File: src/rtl/ddr3_ctrl_pkg.sv
// ddr3_ctrl_pkg: shared types and constants for the PL-to-DDR3 write path.
//   arb_state_e : scheduler FSM states
//   wr_desc_t   : one transfer descriptor (DDR byte address, byte length)
//   MAX_BTT     : largest byte count the S2MM engine accepts (word aligned)
//   S2MM_CMD_W  : width of the engine's S2MM command word
//   len_ok()    : descriptor length check used by the arbiter
package ddr3_ctrl_pkg;

    typedef enum logic [2:0] {
        INIT, IDLE, ARB, LOAD, START, RUN, GAP, HALT
    } arb_state_e;

    localparam logic [22:0] MAX_BTT    = 23'h7F_FFFC;
    localparam int          S2MM_CMD_W = 72;

    typedef struct packed {
        logic [31:0] addr;
        logic [31:0] length;
    } wr_desc_t;

    // Non-zero, no bits above the engine's 23-bit BTT field, and no bits
    // outside MAX_BTT's mask (whose low two zeros enforce word alignment).
    function automatic logic len_ok(input logic [31:0] len);
        return (len != 32'd0) && (len[31:23] == 9'd0) &&
               ((len[22:0] & ~MAX_BTT) == 23'd0);
    endfunction

endpackage

File: src/rtl/rr_arb2.sv
// rr_arb2: combinational 2-way round-robin pick.
//   req        : request vector, one bit per channel
//   last_grant : index of the channel granted last time (1 -> ch0 wins a tie)
//   grant      : one-hot grant, zero when nothing requests
module rr_arb2 (
    input  logic [1:0] req,
    input  logic       last_grant,
    output logic [1:0] grant
);

    always_comb begin
        grant = 2'b00;
        case (req)
            2'b01:   grant = 2'b01;
            2'b10:   grant = 2'b10;
            2'b11:   grant = last_grant ? 2'b01 : 2'b10;
            default: grant = 2'b00;
        endcase
    end

endmodule

File: src/rtl/ddr3_wr_arbiter.sv
// ddr3_wr_arbiter: shares one S2MM write engine between two requesters.
//   clk, rst_n          : clock (shared with engine), async active-low reset
//   ddr3_init_complet   : DDR3 calibration done; gates new grants
//   req_valid/addr/length : per-channel descriptors, {ch1, ch0} packed
//   req_ack/done/err    : per-channel status pulses (err sticky on timeout)
//   wr_sel              : one-hot engine owner for the upstream data mux
//   busy                : high whenever the FSM is not in IDLE
//   pl_ddr_wr_start/addr/length : engine command inputs
//   s2mm_*_mon          : engine's AXI-Stream handshake, watched for tlast
// All outputs are registered: the comb block computes next values, the
// sequential block captures them.
module ddr3_wr_arbiter
    import ddr3_ctrl_pkg::*;
#(
    parameter int          N_REQ       = 2,
    parameter logic [31:0] TIMEOUT_CYC = 32'd1_000_000,
    parameter int          START_HI    = 2,
    parameter int          GAP_LO      = 2
) (
    input  logic                  clk,
    input  logic                  rst_n,
    input  logic                  ddr3_init_complet,
    input  logic [N_REQ-1:0]      req_valid,
    input  logic [32*N_REQ-1:0]   req_addr,
    input  logic [32*N_REQ-1:0]   req_length,
    output logic [N_REQ-1:0]      req_ack,
    output logic [N_REQ-1:0]      req_done,
    output logic [N_REQ-1:0]      req_err,
    output logic [N_REQ-1:0]      wr_sel,
    output logic                  busy,
    output logic                  pl_ddr_wr_start,
    output logic [31:0]           pl_ddr_wr_addr,
    output logic [31:0]           pl_ddr_wr_length,
    input  logic                  s2mm_tvalid_mon,
    input  logic                  s2mm_tready_mon,
    input  logic                  s2mm_tlast_mon
);

    localparam logic [7:0] START_LAST = 8'(START_HI - 1);
    localparam logic [7:0] GAP_LAST   = 8'(GAP_LO - 1);

    arb_state_e       state, state_nxt;
    logic             last_grant, last_nxt;
    logic [1:0]       grant;
    logic [7:0]       ph_cnt, ph_nxt;
    logic [31:0]      tmr, tmr_nxt, tmr_inc;
    logic [1:0]       ack_nxt, done_nxt, err_nxt, sel_nxt;
    logic             start_nxt, beat, timed_out;
    logic [31:0]      addr_nxt, len_nxt;
    wr_desc_t         desc [2];
    wr_desc_t         gdesc;

    // Requests are masked while calibration is down so no new grant issues.
    rr_arb2 u_rr (
        .req        (req_valid & {N_REQ{ddr3_init_complet}}),
        .last_grant (last_grant),
        .grant      (grant)
    );

    always_comb begin
        for (int i = 0; i < 2; i++) begin
            desc[i].addr   = req_addr[32*i +: 32];
            desc[i].length = req_length[32*i +: 32];
        end
        gdesc = grant[1] ? desc[1] : desc[0];
    end

    assign beat      = s2mm_tvalid_mon & s2mm_tready_mon & s2mm_tlast_mon;
    assign tmr_inc   = (&tmr) ? tmr : tmr + 32'd1;   // saturating
    assign timed_out = (tmr_inc >= TIMEOUT_CYC);

    always_comb begin
        state_nxt = state;
        last_nxt  = last_grant;
        ph_nxt    = ph_cnt + 8'd1;
        tmr_nxt   = tmr;
        ack_nxt   = 2'b00;
        done_nxt  = 2'b00;
        err_nxt   = 2'b00;
        sel_nxt   = wr_sel;
        start_nxt = 1'b0;
        addr_nxt  = pl_ddr_wr_addr;
        len_nxt   = pl_ddr_wr_length;
        case (state)
            INIT: if (ddr3_init_complet) state_nxt = IDLE;
            IDLE: if (ddr3_init_complet && (|req_valid)) state_nxt = ARB;
            ARB: begin
                // A request dropped before this cycle simply falls back to IDLE.
                state_nxt = IDLE;
                if (|grant) begin
                    last_nxt = grant[1];
                    ack_nxt  = grant;
                    if (!len_ok(gdesc.length)) begin
                        err_nxt = grant;
                    end else begin
                        state_nxt = LOAD;
                        addr_nxt  = gdesc.addr;
                        len_nxt   = gdesc.length;
                        sel_nxt   = grant;
                        tmr_nxt   = 32'd0;
                    end
                end
            end
            LOAD: begin
                state_nxt = START;
                start_nxt = 1'b1;
                ph_nxt    = 8'd0;
                tmr_nxt   = tmr_inc;
            end
            START, RUN: begin
                tmr_nxt = tmr_inc;
                // Completion wins over timeout; a tlast beat in START is a
                // finished minimum-size transfer.
                if (beat) begin
                    state_nxt = GAP;
                    done_nxt  = wr_sel;
                    sel_nxt   = 2'b00;
                    ph_nxt    = 8'd0;
                end else if (timed_out) begin
                    state_nxt = HALT;
                    err_nxt   = wr_sel;
                end else if (state == START) begin
                    if (ph_cnt == START_LAST) state_nxt = RUN;
                    else                      start_nxt = 1'b1;
                end
            end
            GAP:  if (ph_cnt == GAP_LAST) state_nxt = IDLE;
            // Engine cannot be aborted: owner stays selected, error held.
            HALT: err_nxt = wr_sel;
            default: state_nxt = INIT;
        endcase
    end

    always_ff @(posedge clk or negedge rst_n) begin
        if (!rst_n) begin
            state            <= INIT;
            last_grant       <= 1'b1;
            ph_cnt           <= 8'd0;
            tmr              <= 32'd0;
            req_ack          <= '0;
            req_done         <= '0;
            req_err          <= '0;
            wr_sel           <= '0;
            busy             <= 1'b0;
            pl_ddr_wr_start  <= 1'b0;
            pl_ddr_wr_addr   <= 32'd0;
            pl_ddr_wr_length <= 32'd0;
        end else begin
            state            <= state_nxt;
            last_grant       <= last_nxt;
            ph_cnt           <= ph_nxt;
            tmr              <= tmr_nxt;
            req_ack          <= ack_nxt;
            req_done         <= done_nxt;
            req_err          <= err_nxt;
            wr_sel           <= sel_nxt;
            busy             <= (state_nxt != IDLE);
            pl_ddr_wr_start  <= start_nxt;
            pl_ddr_wr_addr   <= addr_nxt;
            pl_ddr_wr_length <= len_nxt;
        end
    end

endmodule

File: config.mk
export PLATFORM = sky130hd
export DESIGN_NAME = ddr3_wr_arbiter
export DESIGN_NICKNAME = d
export VERILOG_FILES = /design/src/rtl/ddr3_ctrl_pkg.sv /design/src/rtl/rr_arb2.sv /design/src/rtl/ddr3_wr_arbiter.sv
export SDC_FILE = /design/constraint.sdc
export NUM_CORES = 1
export LEC_CHECK = 0
export CAP_MARGIN = 5
export CORE_AREA = 2 2 118 120
export CTS_BUF_LIST = sky130_fd_sc_hd__clkbuf_4
export DETAILED_ROUTE_END_ITERATION = 7
export DIE_AREA = 0 0 120 122
export HOLD_SLACK_MARGIN = 0.02
export PLACE_DENSITY_LB_ADDON = 0.2
export RECOVER_POWER = 100
export SLEW_MARGIN = 10
export SYNTH_ARGS = -nofsm -noshare
export SYNTH_HDL_FRONTEND = slang
export SYNTH_SLANG_ARGS = --single-unit
File: constraint.sdc
create_clock -name clk -period 3.5 [get_ports clk]
set_input_delay 0.7 -clock clk [delete_from_list [all_inputs] [get_ports clk]]
set_output_delay 0.7 -clock clk [all_outputs]
set_load 0.01 [all_outputs]
# Word-level counts from Yosys, hierarchy flattened
# Index checks and enable logic that the tools add are counted.
word_totals:
  ff_bits: 118
  in_bits: 136
  output_inout_bits: 74
  word_cells: 88
op_classes:
  addsub: 2
  magnitude_cmp: 1
  eq_ne: 15
  muxes: 37
  bitwise: 3
  reduce_logical: 18
ops:
  columns: ["cell", "n"]
  rows:
  - ["two-way mux 32 bit", 3]
  - ["two-way mux 64 bit", 1]
  - ["one-hot mux 32 bit (2 select lines)", 1]
  - ["adder 32 x 1 -> 32 bit (second input constant)", 1]
  - [">= comparator 32 x 20 -> 1 bit (second input constant)", 1]
  - ["AND reduction 32 bit", 1]
  - ["nonzero test 32 bit", 1]
  - ["two-way mux 2 bit", 14]
  - ["zero test 23 bit", 1]
  - ["two-way mux 3 bit", 7]
  - ["one-hot mux 3 bit (6 select lines)", 1]
  - ["one-hot mux 8 bit (2 select lines)", 1]
  - ["equality test 3 bit (second input constant)", 4]
  - ["one-hot mux 2 bit (3 select lines)", 2]
  - ["zero test 9 bit", 1]
  - ["adder 8 x 1 -> 8 bit (second input constant)", 1]
  - ["equality test 8 x 1 -> 1 bit (second input constant)", 1]
  - ["two-way mux 8 bit", 1]
  - ["equality test 3 x 2 -> 1 bit (second input constant)", 2]
  - ["inequality test 2 bit (second input constant)", 3]
  - ["AND reduction 3 bit", 2]
  - ["OR reduction 2 bit", 3]
  - ["equality test 2 bit (second input constant)", 2]
  - ["two-way mux 1 bit", 4]
  - ["13 further kinds", 17]

# Depth between registers and ports, before layout
depth:
  word_depth: 11
  depth_mapped: 9
  depth_no_buf: 9

# Modules after synthesis
# Synthesis repeated with hierarchy kept, for this count alone.
unflattened:
  hier_cells: 696
  hier_area_um2: 6456.2
by_module_without_submodules:
  columns: ["module", "n_inst", "cells_each", "area_per_inst_um2", "seq_area_each_um2"]
  rows:
  - ["ddr3_wr_arbiter", 1, 693, 6437.4, 2954.1]
  - ["rr_arb2", 1, 3, 18.8, 0.0]

# Worst setup path before layout
# OpenSTA, ideal clock, no wires.
synth_path:
  kind: "flip-flop to flip-flop"
  from: "register tmr[20]"
  to: "register pl_ddr_wr_start"
  setup_time_ns: 0.067
  t_arrival_ns: 2.457
  required_ns: 3.433
  setup_slack_ns: 0.976
  path_stages_with_launch: 10
  path_buffers: 2
  period_less_slack_ns: 2.524
  cell_sequence: "dfrtp_1 clkbuf_2 nand4_4 or4_1 buf_2 nor4_1 mux2i_1 o211ai_4 nor3_1 a41o_1"
synth_via:
  elab_chain_len: 6
  word_cells_on_any_way: 7
  classes_between: "1 x add/sub; 1 x order compare; 4 x mux; 1 x reduce/logical"
synth_lines:
  columns: ["item", "line", "source"]
  rows:
  - ["start, declared", "ddr3_wr_arbiter.sv:46", "logic [31:0] tmr, tmr_nxt, tmr_inc;"]
  - ["start signal, assigned", "ddr3_wr_arbiter.sv:152", "tmr <= tmr_nxt;"]
  - ["adder 32 x 1 -> 32 bit or AND reduction 32 bit (tied branches)", "ddr3_wr_arbiter.sv:69", "assign tmr_inc = (&tmr) ? tmr : tmr + 32'd1;"]
  - ["two-way mux 32 bit *", "ddr3_wr_arbiter.sv:69", null]
  - [">= comparator 32 x 20 -> 1 bit *", "ddr3_wr_arbiter.sv:70", "assign timed_out = (tmr_inc >= TIMEOUT_CYC);"]
  - ["two-way mux 1 bit *", "ddr3_wr_arbiter.sv:119", "end else if (timed_out) begin"]
  - ["two-way mux 1 bit *", "ddr3_wr_arbiter.sv:114", "if (beat) begin"]
  - ["one-hot mux 1 bit (2 select lines) *", "ddr3_wr_arbiter.sv:84", "case (state)"]
  - ["via start_nxt", "ddr3_wr_arbiter.sv:48", "logic start_nxt, beat, timed_out;"]
  - ["end signal, assigned", "ddr3_wr_arbiter.sv:158", "pl_ddr_wr_start <= start_nxt;"]
  - ["end, declared", "ddr3_wr_arbiter.sv:31", "output logic pl_ddr_wr_start,"]
# The timed path passes the listed nets; every way through them passes the cells marked *.
# A chain may end at the register's enable or synchronous reset.

# Worst setup path after layout
layout_path:
  from: "input port req_length[33]"
  to: "register tmr[31]"
layout_via:
  elab_chain_len: 6
  word_cells_on_any_way: 7
  classes_between: "1 x eq/ne; 1 x mux; 5 x reduce/logical"
layout_lines:
  columns: ["item", "line", "source"]
  rows:
  - ["start, declared", "ddr3_wr_arbiter.sv:25", "input logic [32*N_REQ-1:0] req_length,"]
  - ["two-way mux 64 bit *", "ddr3_wr_arbiter.sv:65", "gdesc = grant[1] ? desc[1] : desc[0];"]
  - ["nonzero test 32 bit", "ddr3_ctrl_pkg.sv:24", "return (len != 32'd0) && (len[31:23] == 9'd0) &&"]
  - ["logical AND 1 bit", "ddr3_ctrl_pkg.sv:24", null]
  - ["logical AND 1 bit *", "ddr3_ctrl_pkg.sv:24", null]
  - ["inequality test 2 bit (no line) *", null, null]
  - ["AND reduction 3 bit (no line) *", null, null]
# Mark *: on every way between the ends. The rest lies on a longest branch, timed or not.

==> metrics <==
GRT Residual Overflow 0; crit end category register; clock skew 13.0 ps; Post-synth top flop dfrtp_1; Area growth syn-to-layout 39.6%; P_sw 1.75 mW; CP max stage delay 830 ps; I/O Pins 210; Synth Warn # 0; CP Class input pin to register; Post-DRT Antenna Nets 0; # DRC 0; clock share of power 23.8%; R2R Setup Slk 370 ps; synthesized area per cell 8.56 sq um; drt first pass iters 5; Seq/Total Area, Yosys 46.8%; Area after DPL 8570 sq um; die width 120 microns; CTS tree yes; share of cells above drive strength 1 6.45%; Setup crit start kind input pin; Inserted Diodes 0; clock latency at the later pin of the worst-skew pair 550 ps; Cell Pwr Density 502 nW/um^2; pre-CTS setup slack 466 ps; wire per inst 17.7 microns; clk slew on worst S/H paths 110 ps; Seq pwr share 42.4%; Data required, critical path 3870 ps; CP Data Arrival Time 3530 ps; HP Class register to register; worst vdd ir 0.000246 V; setup tns final 0 ps; final non-filler cell total 1126; R2R cell count 7; clock sink count 118; commonest non-fill, non-tap cells in the layout nand2_1, clkdlybuf4s50_1, dfrtp_1, nor2_1, dlygate4sd3_1; worst r2r src tmr[0]$_DFFE_PN0P_; CP Cell Sequence clkdlybuf4s50_1, or4_1, nor2_1, o211ai_1, a21oi_1, clkbuf_1, o22ai_1; most common cell after layout, fill and taps aside nand2_1; cts bufs inserted 17; Least-Margin Pin Slew 1850 ps; Pint 2.67 mW; EDFF count, synth 0; routability cong. 0.973; total power 4.43 mW; Hold Crit Depth 1; post-synthesis net count 877; LEAKAGE 3.88 nW; Post CTS Setup Buffer Count 0; Synth cell types 65; final setup fails 0; first-pass GRT wire length 32700 microns; Iter 0 DRT Violations 509; status finished, violations left; max-cap violation count 1; initial core utilization 46.8%; Hold Crit Endpoint pl_ddr_wr_length[24]$_DFFE_PN0P_; H-Tree Depth 4; Gate power share 33.8%; FF-to-FF End tmr[6]$_DFFE_PN0P_; Vias 6487; WL final 20000 microns; Yosys reg bits 118; max frequency 317 MHz; vias in the first global route 6449; Mapped Cells 738; CP max-delay cell clkbuf_1; post-layout instance area 8820 sq um; port bufs 209; min-delay src pl_ddr_wr_length[24]$_DFFE_PN0P_; Root Buffer clkbuf_4; fin nets 1072; switch share 39.6%; Die Height 122 microns; Mapped Area 6320 sq um; CTS Buffer Depth 2; Slew Viols, Final 34; total track usage 28.5%; Vias/cell 5.76; ys async rst share 100%; final design utilization 65.3%; period utilisation layout 90.2%; post-cts gate resize count 0; final worst slack 343 ps; CP Max Fanout 20; Post-CTS Hold Buffers 0; failing checks capacitance limit, slew limit; minimum clock period 3160 ps; Core ar. 13500 sq um; largest net degree at the start of global routing 110; RSZ-0062 raised after global routing no; antenna violations before repair 0; placed cell count 1094; Post-DP HPWL 14700 microns; worst hold slack 511 ps; final hold vios 0; Die Area 14600 sq um; Slew HR -23.5%; standard-cell row count 43
[how the worst max path moves through the flow]
stage | startpoint | endpoint | slack (ps) | cells after the start
final | req_length[33] | tmr[31]$_DFFE_PN0P_ | 340 | 7
after global routing | tmr[0]$_DFFE_PN0P_ | tmr[6]$_DFFE_PN0P_ | 130 | 7
after CTS | tmr[8]$_DFFE_PN0P_ | pl_ddr_wr_start$_DFF_PN0_ | 460 | 7
after detailed placement | req_length[32] | pl_ddr_wr_length[6]$_DFFE_PN0P_ | 470 | 8
after global placement | tmr[8]$_DFFE_PN0P_ | pl_ddr_wr_start$_DFF_PN0_ | 540 | 7
after floorplan | tmr[20]$_DFFE_PN0P_ | pl_ddr_wr_start$_DFF_PN0_ | 980 | 9
[synthesized netlist by cell type (3+ instances only)]
library cell / n / area, sq um
a211o_1: 3 / 26.3
a211oi_1: 8 / 60.1
a21oi_1: 35 / 175
a311oi_1: 14 / 123
a31oi_1: 58 / 363
and2_1: 5 / 31.3
and3_1: 11 / 68.8
and4_1: 5 / 43.8
buf_2: 3 / 15.0
buf_4: 6 / 45.0
clkbuf_1: 35 / 131
dfrtp_1: 117 / 2930
ha_1: 3 / 37.5
inv_1: 9 / 33.8
mux2i_1: 4 / 40.0
nand2_1: 136 / 510
nand2b_1: 4 / 25.0
nand3_1: 26 / 130
nand4_1: 13 / 81.3
nand4_4: 3 / 63.8
nor2_1: 98 / 368
nor2b_1: 12 / 75.1
nor3_1: 23 / 115
nor3b_1: 4 / 30.0
nor4_1: 18 / 113
o21ai_0: 13 / 65.1
o22ai_1: 5 / 31.3
o31ai_1: 3 / 22.5
o32ai_1: 3 / 26.3
or2_2: 3 / 18.8
or3_1: 3 / 18.8
or4_1: 6 / 45.0
xor2_1: 5 / 43.8
[final cells by class]
type	count	area (sq um)
Sequential cell	118	2950
Clock buffer	19	143
Fill cell	1122	4680
Tap cell	180	225
Inverter	9	33.8
Timing Repair Buffer	227	2210
Multi-Input combinational cell	560	3100
Clock inverter	13	158
[flip-flops by register name, summed over array words and instances, names as in the netlist]
signal / cells
state: 3
ph_cnt: 8
req_err: 2
last_grant: 1
req_done: 2
wr_sel: 2
pl_ddr_wr_length: 32
req_ack: 2
pl_ddr_wr_addr: 32
tmr: 32
busy: 1
pl_ddr_wr_start: 1
[kinds of logic after synthesis]
logic type / Yosys count / share of synthesized area (%)
AOI/OAI and AO/OA: 165 / 17.5
adders and majority gates: 3 / 0.594
buffers and inverters: 60 / 4.32
xor gates and xnor gates: 6 / 0.832
DFF: 118 / 46.8
and+or+nand+nor: 380 / 29.0
muxes: 6 / 0.990
[power groups by stage]
stage	logic, mW	registers [mW]	clock network (mW)
floorplan	1.05	1.77	0
global placement	1.46	1.88	0
detailed placement	1.50	1.90	0
CTS	1.51	1.87	1.08
global route	1.64	1.92	1.16
finish	1.49	1.88	1.05
[metal layers]
layer  up-vias  GRT usage [%]  routed length (microns)
li1       3070              -                        -
met1      3105           35.7                     8210
met2       268           45.6                     9440
met3        44           9.55                     1680
met4         0           11.8                      628
met5         -              0                        0
[worst max-delay path: cells and delay by family]
kind	cells	cell delay, ps
buf+inv	2	1230
compound gates	3	950
simple gates	2	650
Power figures use the tool's default switching activity.
==> RTL edit: new RTL, config.mk and constraints unchanged <==
The 8 states of `arb_state_e` get a one-hot encoding in 8 bits.
--- a/src/rtl/ddr3_ctrl_pkg.sv
+++ b/src/rtl/ddr3_ctrl_pkg.sv
@@ -6,8 +6,8 @@
 //   len_ok()    : descriptor length check used by the arbiter
 package ddr3_ctrl_pkg;
 
-    typedef enum logic [2:0] {
-        INIT, IDLE, ARB, LOAD, START, RUN, GAP, HALT
+    typedef enum logic [7:0] {
+        INIT = 8'b00000001, IDLE = 8'b00000010, ARB = 8'b00000100, LOAD = 8'b00001000, START = 8'b00010000, RUN = 8'b00100000, GAP = 8'b01000000, HALT = 8'b10000000
     } arb_state_e;
 
     localparam logic [22:0] MAX_BTT    = 23'h7F_FFFC;
Formal check against the unedited RTL: no difference found for any inputs over 4 cycles, from zero or initial values and one cycle with rst_n low; so few cycles prove little.
==> RTL edit against the unedited design <==
- the flow still finishes with violations (capacitance limit, slew limit)
- final area increased by 2.1%
- sequential share of layout area grew 0.71 points
- synthesized area increased by 1.7%
- register-to-register slack worse by 220 ps
- worst setup slack lost 190 ps
- via count down 1.3%
- final cell count unchanged
- sequential cell count is 5 higher
- wire length down 1.7%
- critical endpoint is now state[4]$_DFF_PN0_
Power is not compared: it rests on default switching activity, and its combinational part moved more than twofold at a synthesized area within 25%.
==> RTL edit: results (changes against the unedited design) <==
status=finished, violations left; failing checks=capacitance limit, slew limit; Placed Area=8730 um2 (+1.8%); drt pass-1 iters=5 (unchanged); number of max-cap violations=1 (unchanged); worst hold start=pl_ddr_wr_length[31]$_DFFE_PN0P_; Seq/Total Area, Yosys=0.480 (+0.0120); gpl congestion=0.908 (-6.7%); Max FO, Critical Path=10 (-50%); antenna violations before repair=2 (+2); sink of the worst hold path=pl_ddr_wr_length[31]$_DFFE_PN0P_; Worst-Margin Slew=2550 ps (+700 ps); pin count of the biggest net entering global routing=95 (-14%); mux cell area share after synthesis=0.0409 (+0.0310); R2R Setup Slk=150 ps (-220 ps); post-CTS sizing=0 (unchanged); post-DR vias/cell=5.69 (-1.3%); root buffer cell=clkbuf_4; CTS Buffer Depth=2 (unchanged); Layout Skew=12.0 ps (-0.960 ps); syn_nets=859 (-2.1%); post-synthesis register bit count=123 (+4.2%); # port buffers=209 (unchanged); layout cells sized above 1=0.0701 (+0.00558); CP top delay family=simple AND/OR/NAND/NOR gates; synth-to-layout area growth=40.3%; max incr delay on CP=680 ps (-150 ps); crit path DAT=3810 ps (+280 ps); CP max stage cell=or4_1; Worst R2R End=state[4]$_DFF_PN0_; DRT iter0 DRCs=390 (-23%); Overall Global Routing Usage=0.277 (-0.00837); Critical Path Start=tmr[8]$_DFFE_PN0P_; post-DP HPWL=14500 um (-1.2%); Synth top cells by count=dfrtp_1, nand2_1, nor2_1; WL/cell=17.4 um (-1.7%); fin. max-slew vios=46 (+35%); top cells by area, synth=dfrtp_1, nand2_1, nor2_1; first-pass GRT wire length=31700 um (-3.1%); starting density of the core=0.476 (+0.00778); Post-synth ARST share=1.00 (unchanged); fill cell count=1086 (-3.2%); vias in the first global route=6367 (-1.3%); nets=1068 (-0.37%); synth unique cells=69 (+6.2%); adder-cell area share of the yosys netlist=0.00584 (-0.0000972); Post-Synth XOR/XNOR Area=0.0232 (+0.0149); Pleak=4.36 nW; compound-gate portion of the synthesized area=0.149 (-0.0255)
==> RTL edit: cells by family after synthesis <==
family,Yosys count
compound gates,155
xor+xnor,17
fa+ha+maj,3
buf+inv,44
flops,123
mux,26
simple gates,352
==> RTL edit: cell type report <==
| type | count | share of cell area |
|---|---|---|
| Clock buffer | 18 | 0.0150 |
| Antenna cell | 4 | 0.00111 |
| Sequential cell | 123 | 0.342 |
| Tap cell | 180 | 0.0250 |
| Multi-Input combinational cell | 553 | 0.348 |
| Clock inverter | 14 | 0.0196 |
| Timing Repair Buffer | 226 | 0.246 |
| Inverter | 8 | 0.00333 |
==> RTL edit: per-stage QoR <==
stage	power [mW]	instances	worst slack [ps]	hold WS (ps)
floorplan	1.67	720	624	404
global placement	1.91	1090	181	484
detailed placement	1.93	1090	66.4	485
CTS	3.03	1122	232	131
global route	3.14	1125	48.1	517
finish	3.00	1126	152	502
==> RTL edit: routing by layer <==
metal	GRT usage	wire length, um
met5	0	0
met2	0.447	9430
met4	0.126	581
met3	0.109	1820
met1	0.327	7780
